**config.mk**
```make
export PLATFORM = sky130hd
export DESIGN_NAME = rr_decoder_driver
export DESIGN_NICKNAME = d
export VERILOG_FILES = /design/src/rtl/rr_decoder_driver.sv
export SDC_FILE = /design/constraint.sdc
export NUM_CORES = 1
export LEC_CHECK = 0
export CAP_MARGIN = 20
export CORE_UTILIZATION = 25
export CTS_BUF_LIST = sky130_fd_sc_hd__clkbuf_8 sky130_fd_sc_hd__clkbuf_16
export DETAILED_ROUTE_END_ITERATION = 8
export PLACE_DENSITY = 0.55
export SYNTH_ARGS = -nofsm -noshare
export SYNTH_HDL_FRONTEND = slang
export SYNTH_SLANG_ARGS = --single-unit
```
**constraint.sdc**
```tcl
create_clock -name clk -period 1.7 [get_ports clk]
set_input_delay 0.425 -clock clk [delete_from_list [all_inputs] [get_ports clk]]
set_output_delay 0.425 -clock clk [all_outputs]
set_load 0.02 [all_outputs]
```
**src/rtl/rr_decoder_driver.sv**
```systemverilog
// Round-robin arbiter for four requesters. Emits the granted index as a 2-bit
// code plus enable for a 2-to-4 decoder. All outputs are registered.
module rr_decoder_driver #(
  parameter int unsigned HOLD_MAX = 4
) (
  input  logic       clk,
  input  logic       reset,
  input  logic [3:0] req,
  input  logic       done,
  output logic       addr0,
  output logic       addr1,
  output logic       enable,
  output logic       timeout,
  output logic       dbg_state_o
);

  typedef enum logic {
    IDLE  = 1'b0,
    GRANT = 1'b1
  } state_e;

  state_e     state_q, state_d;
  logic [1:0] ptr_q, ptr_d;
  logic [1:0] idx_q, idx_d;
  logic [7:0] cnt_q, cnt_d;
  logic       enable_q, enable_d;
  logic       timeout_q, timeout_d;

  logic       pick_found;
  logic [1:0] pick_idx;
  logic       rel_done, rel_drop, rel_max;

  // First requester at or after the pointer, wrapping modulo 4.
  always_comb begin
    pick_found = 1'b0;
    pick_idx   = 2'd0;
    for (int k = 0; k < 4; k++) begin
      if (!pick_found && req[ptr_q + 2'(k)]) begin
        pick_found = 1'b1;
        pick_idx   = ptr_q + 2'(k);
      end
    end
  end

  assign rel_done = done;
  assign rel_drop = !req[idx_q];
  assign rel_max  = (cnt_q == 8'(HOLD_MAX));

  always_comb begin
    state_d   = state_q;
    ptr_d     = ptr_q;
    idx_d     = idx_q;
    cnt_d     = cnt_q;
    enable_d  = enable_q;
    timeout_d = 1'b0;
    unique case (state_q)
      IDLE: begin
        enable_d = 1'b0;
        if (pick_found) begin
          idx_d    = pick_idx;
          enable_d = 1'b1;
          cnt_d    = 8'd1;
          state_d  = GRANT;
        end
      end
      GRANT: begin
        if (rel_done || rel_drop || rel_max) begin
          // Timeout is reported only when the hold limit is the sole cause.
          enable_d  = 1'b0;
          state_d   = IDLE;
          ptr_d     = idx_q + 2'd1;
          cnt_d     = 8'd0;
          timeout_d = rel_max && !rel_done && !rel_drop;
        end else begin
          cnt_d = cnt_q + 8'd1;
        end
      end
      default: state_d = IDLE;
    endcase
  end

  always_ff @(posedge clk) begin
    if (reset) begin
      state_q   <= IDLE;
      ptr_q     <= 2'd0;
      idx_q     <= 2'd0;
      cnt_q     <= 8'd0;
      enable_q  <= 1'b0;
      timeout_q <= 1'b0;
    end else begin
      state_q   <= state_d;
      ptr_q     <= ptr_d;
      idx_q     <= idx_d;
      cnt_q     <= cnt_d;
      enable_q  <= enable_d;
      timeout_q <= timeout_d;
    end
  end

  assign addr0       = idx_q[0];
  assign addr1       = idx_q[1];
  assign enable      = enable_q;
  assign timeout     = timeout_q;
  assign dbg_state_o = state_q;

endmodule
```
==> impl_results.md, run 1 <==
* Sequential share of power at 0.436
* I/O Pins at 12
* Slew @ Worst Pin at between 0.3 and 0.4 ns
* Syn nets at 114
* Mapped cell area at 835.8 um^2
* Sw Ratio at 0.2808
* Drt total wl at about 2300 um
* DP Wirelength at around 1800 um
* Hold Crit Depth at 2
* Slew Limit Fails at 0
* Longest Clk Path Bufs at 2
* Hold Startpoint: enable$_SDFFE_PP0P_
* Peak supply drop at 0.2988 mV
* Endpoints failing setup at 0
* Reg2reg path depth at 5
* Post-DR wirelength/cell at around 13 um
* Die Height at ~60 um
* Pwr dens at roughly 720 mW/mm^2
* CTS tree: yes
* Initial drt markers at 54
* H-tree depth at 1
* DRT antenna net count at 0
* Synth-to-Final Area Change at 47.45%
* Routability cong. at ~0.87
* Final core occ at 0.3972
* Dpl ws at -0.3832 ns
* CP endpoint kind: register
* Pint at around 0.00064 W
* Tcrit/Tclk final at 0.9548
* Final Hold Vio Count at 0
* Critical path startpoint: done
* Status: complete, no violations
* Initial antenna violation count at 0
* Inst Count DP at between 150 and 200
* Placeable Area at between 0.003 and 0.004 mm^2
* Hold WS at roughly 0.47 ns
* Most common flop cell mapped by yosys: dfxtp_1
* Worst Path Arrival at about 1.8 ns
* Final #Nets at ~150
* First-pass GRT wire length at roughly 3900 um
* FF-to-FF Start: cnt_q[0]$_SDFFE_PP0P_
* Layout cell share with drive strength beyond 1 at 0.2482
* Share of total power in the clock network at 0.323
* Via count at a little over 900
* Comb pwr share at 0.241
* Post-synth ARST share at 0
* Startpoint Class: input port
* Worst setup margin at ~0.077 ns
* Clock Skews at around 0.0044 ns
* DRC at 0
* Post-CTS Hold Fix Bufs at 0
* Num Clock Sinks at 15
* Starting Density at 0.2694
* Register area share after synthesis at 0.3593
* CP Class: input port to register
* Synth Warn # at 0
* Die area at roughly 0.0036 mm^2
* Worst Hold Class: register to register
* Max Cap Viol at 0
* Yosys reg bits at 15
* Avg Synthesized Cell Area at 7.960 um^2
* Reg clk slew, reported paths at approximately 0.060 ns
* GRT Util Overall at 0.1503
* Cells after Synth at 105
* I/O Buffers at 11
* N_diodes at 0
* Worst-Skew Late Latency at 0.25 ns
* Iteration count of the initial detailed-routing pass at 4
* Fin crit period at approximately 1.6 ns
* Die width at approximately 60 um
* Vias per inst at 4.989
* CP cell instances: dlygate4sd2_1 -> or2_1 -> o22a_1 -> or4b_1 -> a31oi_1
* Post-route setup TNS at 0 ns
* Rel. slew slack at 0.7755
* Root Buffer: clkbuf_8
* Fmax at slightly above 600 MHz
* Max FO, Critical Path at 3
* Grt ovf at 0
* Cell Count, Final, Fillers Out at 185
* CP max-delay cell: or4b_1
* Distinct cells, synth at 36
* Largest net degree at the start of global routing at 13
* Critical Path RT at about 1.9 ns
* TritonCTS Buffers at 3
* Post-synth EDFFs at 0
* Crit-path max cell delay at ~0.55 ns
* Leak at around 0.51 nW
* Rows at 20
* Switching pwr at 0.0002499 W
* Vias in the first global route at between 900 and 1,000
-- logic make-up (layout without fill, tap and decap cells) --
kind of cell             count (synthesis)  count (layout)  synth area share
AND/OR/NAND/NOR                         44              44            0.2740
AO/OA/AOI/OAI                           29              29            0.2201
flip-flops                              15              15            0.3593
buffers and inverters                    8              44           0.03741
multiplexers                             4               4           0.04791
XOR/XNOR                                 3               3           0.03144
adder cells (fa/ha/maj)                  2               2           0.02994
-- Yosys cell counts (all sizes together), types with 2 or more instances --
master	n	area, um^2
ha	2	25.02
dfxtp	15	300.3
inv	5	18.76
nand2	14	52.55
a21oi	9	45.04
nand3	4	20.02
nand2b	2	12.51
xnor2	2	17.52
o211ai	2	15.01
or4	2	15.01
o21ai	4	20.02
clkbuf	2	7.510
mux2i	4	40.04
nor3	3	15.01
a31oi	6	37.54
and2	2	12.51
nor2	6	22.52
nand4	4	25.02
-- worst paths after layout --
check                           slack (ns)                    end
worst min-delay path                  0.47    enable$_SDFFE_PP0P_
worst min register to register        0.47    enable$_SDFFE_PP0P_
worst max register to register        0.08  cnt_q[4]$_SDFFE_PP0P_
worst max-delay path                  0.08  cnt_q[4]$_SDFFE_PP0P_
-- final cells by class --
class                           instances  area, um^2
Clock buffer                            3       41.29
Fill cell                             337        1871
Inverter                                5       18.77
Timing Repair Buffer                   35       285.3
Multi-Input combinational cell         82       525.5
Clock inverter                          1       3.754
Sequential cell                        15       302.8
Tap cell                               44       55.05
-- power by group through the flow --
stage | clock [W] | sequential, W | combinational [W]
6_report | 0.000287 | 0.000388 | 0.000215
5_1_grt | 0.000312 | 0.000390 | 0.000236
4_1_cts | 0.000298 | 0.000386 | 0.000210
3_5_place_dp | 0 | 0.000394 | 0.000206
3_3_place_gp | 0 | 0.000394 | 0.000204
2_1_floorplan | 0 | 0.000404 | 0.0000935
-- metrics by stage --
| step | instance area (um^2) | power [W] |
|---|---|---|
| after floorplan | 835.8 | 0.0004977 |
| after global placement | 1146 | 0.0005974 |
| after detailed placement | 1146 | 0.0006002 |
| after CTS | 1202 | 0.0008937 |
| after global routing | 1232 | 0.0009384 |
| final | 1232 | 0.0008897 |
-- placed cells by master (no fill, tap or decap), types with 2 or more instances in the layout --
cell,synthesis,routed
clkbuf_8,0,3
dfxtp_2,0,2
nand3_1,4,4
dlygate4sd2_1,0,6
inv_1,4,4
o211ai_1,2,2
nor3_1,3,3
clkdlybuf4s50_1,0,4
nand2b_1,2,2
xnor2_1,2,2
mux2i_1,4,4
a21oi_1,9,9
dfxtp_1,15,13
a31oi_1,6,6
nand2_1,14,14
nand4_1,4,4
buf_4,0,24
inv_2,1,2
o21ai_0,4,4
and2_1,2,2
nor2_1,6,6
-- layer usage --
metal | up-vias | wire (um) | track usage
met5 | - | 0 | 0
met4 | 0 | 102 | 0.1296
met1 | 423 | 1085 | 0.1658
met3 | 11 | 96 | 0.04113
li1 | 462 | - | -
met2 | 27 | 1047 | 0.2365
-- sequential cells by signal, summed over array words and instances, names as in the netlist --
signal       flops
idx_q            2
cnt_q            8
enable           1
timeout          1
dbg_state_o      1
ptr_q            2
-- worst max-delay path: cells and delay by family --
kind	cells	cell delay [ns]
and+or+nand+nor	2	0.79
AOI/OAI and AO/OA	2	0.36
buffers and inverters	1	0.23
-- what timing repair did --
action | 4_1_cts | 5_1_grt
gates resized for setup | 8 | 7
pin swaps | 4 | 3
setup buffers | 2 | 1
endpoints found under the setup margin | 9 | 6
Note: power is estimated with default switching activity, not from simulation.
==> run 2, diff against run 1 <==
--- a/config.mk
+++ b/config.mk
@@ -6,6 +6,7 @@
 export NUM_CORES = 1
 export LEC_CHECK = 0
 export CAP_MARGIN = 20
+export CORE_MARGIN = 2
 export CORE_UTILIZATION = 25
 export CTS_BUF_LIST = sky130_fd_sc_hd__clkbuf_8 sky130_fd_sc_hd__clkbuf_16
 export DETAILED_ROUTE_END_ITERATION = 8
==> impl_results.md, run 2 (synthesized netlist as in run 1, its figures left out) <==
* Status: complete, no violations
* DP Wirelength at 1671 um (-4.8%)
* TritonCTS Buffers at 3 (unchanged)
* Drt total wl at 2177 um (-6.6%)
* Placeable Area at 0.003128 mm^2 (+0.81%)
* Design Area, Final at 0.001226 mm^2 (-0.51%)
* Final core occ at 0.3920 (-0.005177)
* Largest register FFs at 8 (unchanged)
* Clock Skews at 0.002270 ns (-0.002152 ns)
* First-pass GRT wire length at 3663 um (-6.2%)
* Synth-to-Final Area Change at 46.71%
* Starting Density at 0.2672 (-0.002155)
* DRT antenna net count at 0 (unchanged)
* Reg clk slew, reported paths at 0.06 ns (about the same)
* CP endpoint kind: output port
* Initial drt markers at 27 (-50%)
* Pint at 0.0006374 W (-0.38%)
* Slew @ Worst Pin at 0.3739 ns (+0.03798 ns)
* Largest register by flop count: cnt_q
* I/O Pins at 12 (unchanged)
* Post-placement cell area at 0.001131 mm^2 (-1.3%)
* GRT Util Overall at 0.1302 (-0.02008)
* CP cell instances: clkdlybuf4s50_1
* CTS tree: yes
* Dpl ws at -0.4029 ns (-0.01977 ns)
* Via count at 912 (-1.2%)
* Worst Path Arrival at 1.19 ns (-0.62 ns)
* Grt ovf at 0 (unchanged)
* CP max-delay cell: clkdlybuf4s50_1
* Max Cap Viol at 0 (unchanged)
* Post-CTS Hold Fix Bufs at 0 (unchanged)
* RSZ-0062 raised after global routing: false
* Critical Path RT at 1.27 ns (-0.61 ns)
* Largest net degree at the start of global routing at 13 (unchanged)
* Die area at 0.003822 mm^2 (+6.8%)
* Leak at 0.4957 nW (-2.4%)
* Fmax at 619.4 MHz (+0.54%)
* Tcrit/Tclk final at 0.9497 (-0.005096)
* CP Buf/Inv Count at 1 (unchanged)
* Sequential share of power at 0.437 (about the same)
* Share of total power in the clock network at 0.323 (about the same)
* Initial antenna violation count at 0 (unchanged)
* Root Buffer: clkbuf_8
* Worst Hold Class: register to register
* Sw Ratio at 0.2782 (-0.002656)
* CP Class: register to output port
* Longest Clk Path Bufs at 2 (unchanged)
* Num Clock Sinks at 15 (unchanged)
* Tot Pwr at 0.0008831 W (-0.74%)
* Die width at 61.82 um (+3.3%)
* Comb pwr share at 0.239 (-0.002)
* Post-DR wirelength/cell at 11.90 um (-5.6%)
* H-tree depth at 1 (unchanged)
* Startpoint Class: register
* Routability cong. at 0.7776 (-11%)
* Crit-path max cell delay at 0.61 ns (+0.06 ns)
* I/O Buffers at 11 (unchanged)
* Post-route setup TNS at 0 ns (unchanged)
* Final #Nets at 149 (-1.3%)
* Commonest non-fill, non-tap cell in the layout: buf_4
* Vias in the first global route at 865 (-9.2%)
* Most frequent cells in the layout: buf_4, nand2_1, dfxtp_1
* Switching pwr at 0.0002457 W (-1.7%)
* Rows at 20 (unchanged)
* Vias per inst at 4.984 (-0.11%)
* Worst setup margin at 0.08551 ns (+0.008664 ns)
* Pwr dens at 720.2 mW/mm^2 (-0.24%)
* Layout cell share with drive strength beyond 1 at 0.2374 (-0.01082)
* Kind of cell adding the most delay to the critical path: buffers and inverters
* Peak supply drop at 0.4024 mV (+35%)
* Max FO, Critical Path at 2 (-1)
* Rel. slew slack at 0.7502 (-0.02537)
* Biggest registers after layout: cnt_q (8), idx_q (2), ptr_q (2)
* Slew Limit Fails at 0 (unchanged)
* Endpoints failing setup at 0 (unchanged)
* Final Hold Vio Count at 0 (unchanged)
* DRC at 0 (unchanged)
* N_diodes at 0 (unchanged)
* Fin crit period at 1.614 ns (-0.008664 ns)
* Iteration count of the initial detailed-routing pass at 4 (unchanged)
* Worst-Skew Late Latency at 0.25 ns (about the same)
* Die Height at 61.82 um (+3.3%)
run 2: changes by cell type in the layout (fill, tap and decap cells not counted):
cell,before,now
buf_4,24,22
and3_1,1,0
and3_4,0,1
dfxtp_1,13,14
dfxtp_2,2,1
inv_1,4,5
inv_2,2,1
nor3_1,3,2
nor3_2,0,1
run 2: worst paths after layout:
kind,slack (ns),startpoint,end,cells after the start
max,0.09,dbg_state_o$_SDFF_PP0_,dbg_state_o,1
min,0.48,enable$_SDFFE_PP0P_,enable$_SDFFE_PP0P_,2
max reg2reg,0.11,cnt_q[0]$_SDFFE_PP0P_,cnt_q[4]$_SDFFE_PP0P_,6
min reg2reg,0.48,enable$_SDFFE_PP0P_,enable$_SDFFE_PP0P_,2
run 2: routing by layer:
metal	track usage	part of all wire
met5	0	0
met4	0.05471	0.018
met3	0.03934	0.048
met2	0.2135	0.47
met1	0.1585	0.47
run 2: worst reg2reg max path, stage by stage (launching register included):
cell and delay (ns):
dfxtp_2 0.32, inv_1 0.05, ha_1 0.20, nor4b_4 0.14, and2_1 0.18, or4b_1 0.47
a31oi_1 0.16
run 2: final cells by class:
cell class                      instances  area, um^2
Sequential cell                        15       301.5
Clock inverter                          1       3.754
Clock buffer                            3       41.29
Inverter                                5       18.77
Multi-Input combinational cell         82       535.5
Fill cell                             324        1902
Timing Repair Buffer                   33       270.3
Tap cell                               44       55.05
run 2: timing repair:
item	4_1_cts	5_1_grt
resized for setup	9	6
setup buffers	2	1
endpoints found under the setup margin	9	3
pin swaps	4	3
run 2: per-stage QoR:
| step | hold WS, ns | instances |
|---|---|---|
| final | 0.4781 | 183 |
| after global routing | 0.5287 | 183 |
| after global placement | 0.4687 | 176 |
| after floorplan | 0.4550 | 105 |
| after CTS | 0.4814 | 182 |
| after detailed placement | 0.4699 | 176 |
run 2: power groups by stage:
stage | sequential, W | combinational, W | clock [W]
after global routing | 0.000388 | 0.000232 | 0.000305
after detailed placement | 0.000394 | 0.000202 | 0
after floorplan | 0.000404 | 0.0000935 | 0
after global placement | 0.000393 | 0.000201 | 0
after CTS | 0.000386 | 0.000207 | 0.000292
final | 0.000386 | 0.000211 | 0.000286
==> run 3, diff against run 2 <==
--- a/config.mk
+++ b/config.mk
@@ -7,10 +7,10 @@
 export LEC_CHECK = 0
 export CAP_MARGIN = 20
 export CORE_MARGIN = 2
-export CORE_UTILIZATION = 25
+export CORE_UTILIZATION = 45
 export CTS_BUF_LIST = sky130_fd_sc_hd__clkbuf_8 sky130_fd_sc_hd__clkbuf_16
 export DETAILED_ROUTE_END_ITERATION = 8
-export PLACE_DENSITY = 0.55
+export PLACE_DENSITY = 0.8
 export SYNTH_ARGS = -nofsm -noshare
 export SYNTH_HDL_FRONTEND = slang
 export SYNTH_SLANG_ARGS = --single-unit
==> impl_results.md, run 3 (synthesized netlist as in run 1, its figures left out) <==
* Worst-Skew Late Latency at 0.25 ns (about the same)
* Largest net degree at the start of global routing at 13 (unchanged)
* Die area at 0.002218 mm^2 (-42%)
* Placeable Area at 0.001745 mm^2 (-44%)
* Peak supply drop at 0.5249 mV (+30%)
* Startpoint Class: register
* Initial drt markers at 26 (-3.7%)
* CP endpoint kind: register
* Rows at 15 (-25%)
* I/O Buffers at 11 (unchanged)
* CP Class: register to register
* Tot Pwr at 0.0008560 W (-3.1%)
* Vias per inst at 5.732 (+15%)
* Clock Skews at 0.003390 ns (+0.001121 ns)
* Max Cap Viol at 0 (unchanged)
* Sequential share of power at 0.455 (+0.018)
* Largest register by flop count: cnt_q
* Dpl ws at -0.3407 ns (+0.06219 ns)
* Largest register FFs at 8 (unchanged)
* Starting Density at 0.4789 (+0.2117)
* Fmax at 612.4 MHz (-1.1%)
* Commonest non-fill, non-tap cell in the layout: buf_4
* GRT Util Overall at 0.2159 (+0.08563)
* CTS tree: yes
* Rel. slew slack at 0.6998 (-0.05035)
* Reg clk slew, reported paths at 0.06 ns (about the same)
* Post-CTS Setup Bufs at 0 (-2)
* Leak at 0.4392 nW (-11%)
* Fin crit period at 1.633 ns (+0.01843 ns)
* Tcrit/Tclk final at 0.9605 (+0.01084)
* Grt ovf at 0 (unchanged)
* Final #Nets at 142 (-4.7%)
* Root Buffer: clkbuf_8
* DP Wirelength at 1623 um (-2.9%)
* Share of total power in the clock network at 0.323 (about the same)
* Routability cong. at 0.8649 (+11%)
* Pwr dens at 762.7 mW/mm^2 (+5.9%)
* Final core occ at 0.6430 (+0.2510)
* Longest Clk Path Bufs at 2 (unchanged)
* Post-CTS Hold Fix Bufs at 0 (unchanged)
* Max FO, Critical Path at 3 (+1)
* Pint at 0.0006217 W (-2.5%)
* Drt total wl at 2024 um (-7.0%)
* Biggest registers after layout: cnt_q (8), idx_q (2), ptr_q (2)
* Status: complete, no violations
* N_diodes at 0 (unchanged)
* H-tree depth at 1 (unchanged)
* Initial antenna violation count at 0 (unchanged)
* Die Height at 47.10 um (-24%)
* Post-DR wirelength/cell at 12.89 um (+8.4%)
* Num Clock Sinks at 15 (unchanged)
* Layout cell share with drive strength beyond 1 at 0.1818 (-0.05559)
* I/O Pins at 12 (unchanged)
* Die width at 47.10 um (-24%)
* Critical Path RT at 1.88 ns (+0.61 ns)
* Slew Limit Fails at 0 (unchanged)
* DRT antenna net count at 0 (unchanged)
* Slew @ Worst Pin at 0.4440 ns (+0.07007 ns)
* Sw Ratio at 0.2738 (-0.004407)
* Iteration count of the initial detailed-routing pass at 4 (unchanged)
* Vias in the first global route at 797 (-7.9%)
* RSZ-0062 raised after global routing: true
* Endpoints failing setup at 0 (unchanged)
* Filler instances at 160 (-51%)
* Via count at 900 (-1.3%)
* Worst Hold Class: register to register
* Worst Path Arrival at 1.81 ns (+0.62 ns)
* TritonCTS Buffers at 3 (unchanged)
* First-pass GRT wire length at 3408 um (-7.0%)
* DRC at 0 (unchanged)
* Switching pwr at 0.0002344 W (-4.6%)
* Comb pwr share at 0.222 (-0.017)
* Synth-to-Final Area Change at 34.28%
* Hold WS at 0.4771 ns (-0.0009140 ns)
* Final Hold Vio Count at 0 (unchanged)
* Most frequent cells in the layout: buf_4, nand2_1, dfxtp_1
* Worst setup margin at 0.06708 ns (-0.01843 ns)
run 3: cell count changes in the layout (fill, tap and decap cells not counted), sizes merged:
| cell | previous run | this run |
|---|---|---|
| dlymetal6s2s | 1 | 0 |
| buf | 22 | 15 |
| dlygate4sd2 | 6 | 7 |
run 3: per-layer routing:
metal  vias up  share of wire  track usage  wire length [um]
li1        447              -            -                 -
met2        23           0.51       0.3726              1032
met4         0         0.0084      0.05000                17
met1       426           0.44       0.2634               884
met5         -              0            0                 0
met3         4          0.044      0.06538                90
run 3: critical path, stage by stage (launching register included):
cell,delay [ns]
dfxtp_1,0.32
inv_1,0.06
ha_1,0.19
nor4b_1,0.16
and2_1,0.17
or4b_1,0.49
a31oi_1,0.17
run 3: power by group through the flow:
stage	registers [W]	logic, W	clock network, W
CTS	0.000388	0.000189	0.000286
global placement	0.000395	0.000186	0
floorplan	0.000404	0.0000935	0
global route	0.000393	0.000207	0.000292
finish	0.000389	0.000190	0.000277
detailed placement	0.000396	0.000194	0
run 3: cell type report:
cell class / count / area, um^2 / share of cell area
inverter: 5 / 18.77 / 0.01672
multi-input combinational: 82 / 510.5 / 0.4548
timing repair buffer: 26 / 214.0 / 0.1906
clock inverter: 1 / 3.754 / 0.003344
sequential: 15 / 302.8 / 0.2698
tap: 25 / 31.28 / 0.02787
clock buffer: 3 / 41.29 / 0.03679
run 3: what timing repair did:
item,4_1_cts,5_1_grt
endpoints found under the setup margin,10,2
resized for setup,10,2
pin swaps,7,0
run 3: worst paths after layout:
check,from,end,slack [ns],cells past startpoint
setup / recovery,cnt_q[0]$_SDFFE_PP0P_,cnt_q[4]$_SDFFE_PP0P_,0.07,6
hold / removal,enable$_SDFFE_PP0P_,enable$_SDFFE_PP0P_,0.48,2
setup reg to reg,cnt_q[0]$_SDFFE_PP0P_,cnt_q[4]$_SDFFE_PP0P_,0.07,6
hold reg to reg,enable$_SDFFE_PP0P_,enable$_SDFFE_PP0P_,0.48,2
run 3: through the flow:
stage                     cells  TNS [ns]  instance area (um^2)
after floorplan             105         0                 835.8
after global placement      153    -3.190                  1077
after detailed placement    153    -3.686                  1077
after CTS                   157         0                  1120
after global routing        157  -0.02842                  1122
final                       157         0                  1122
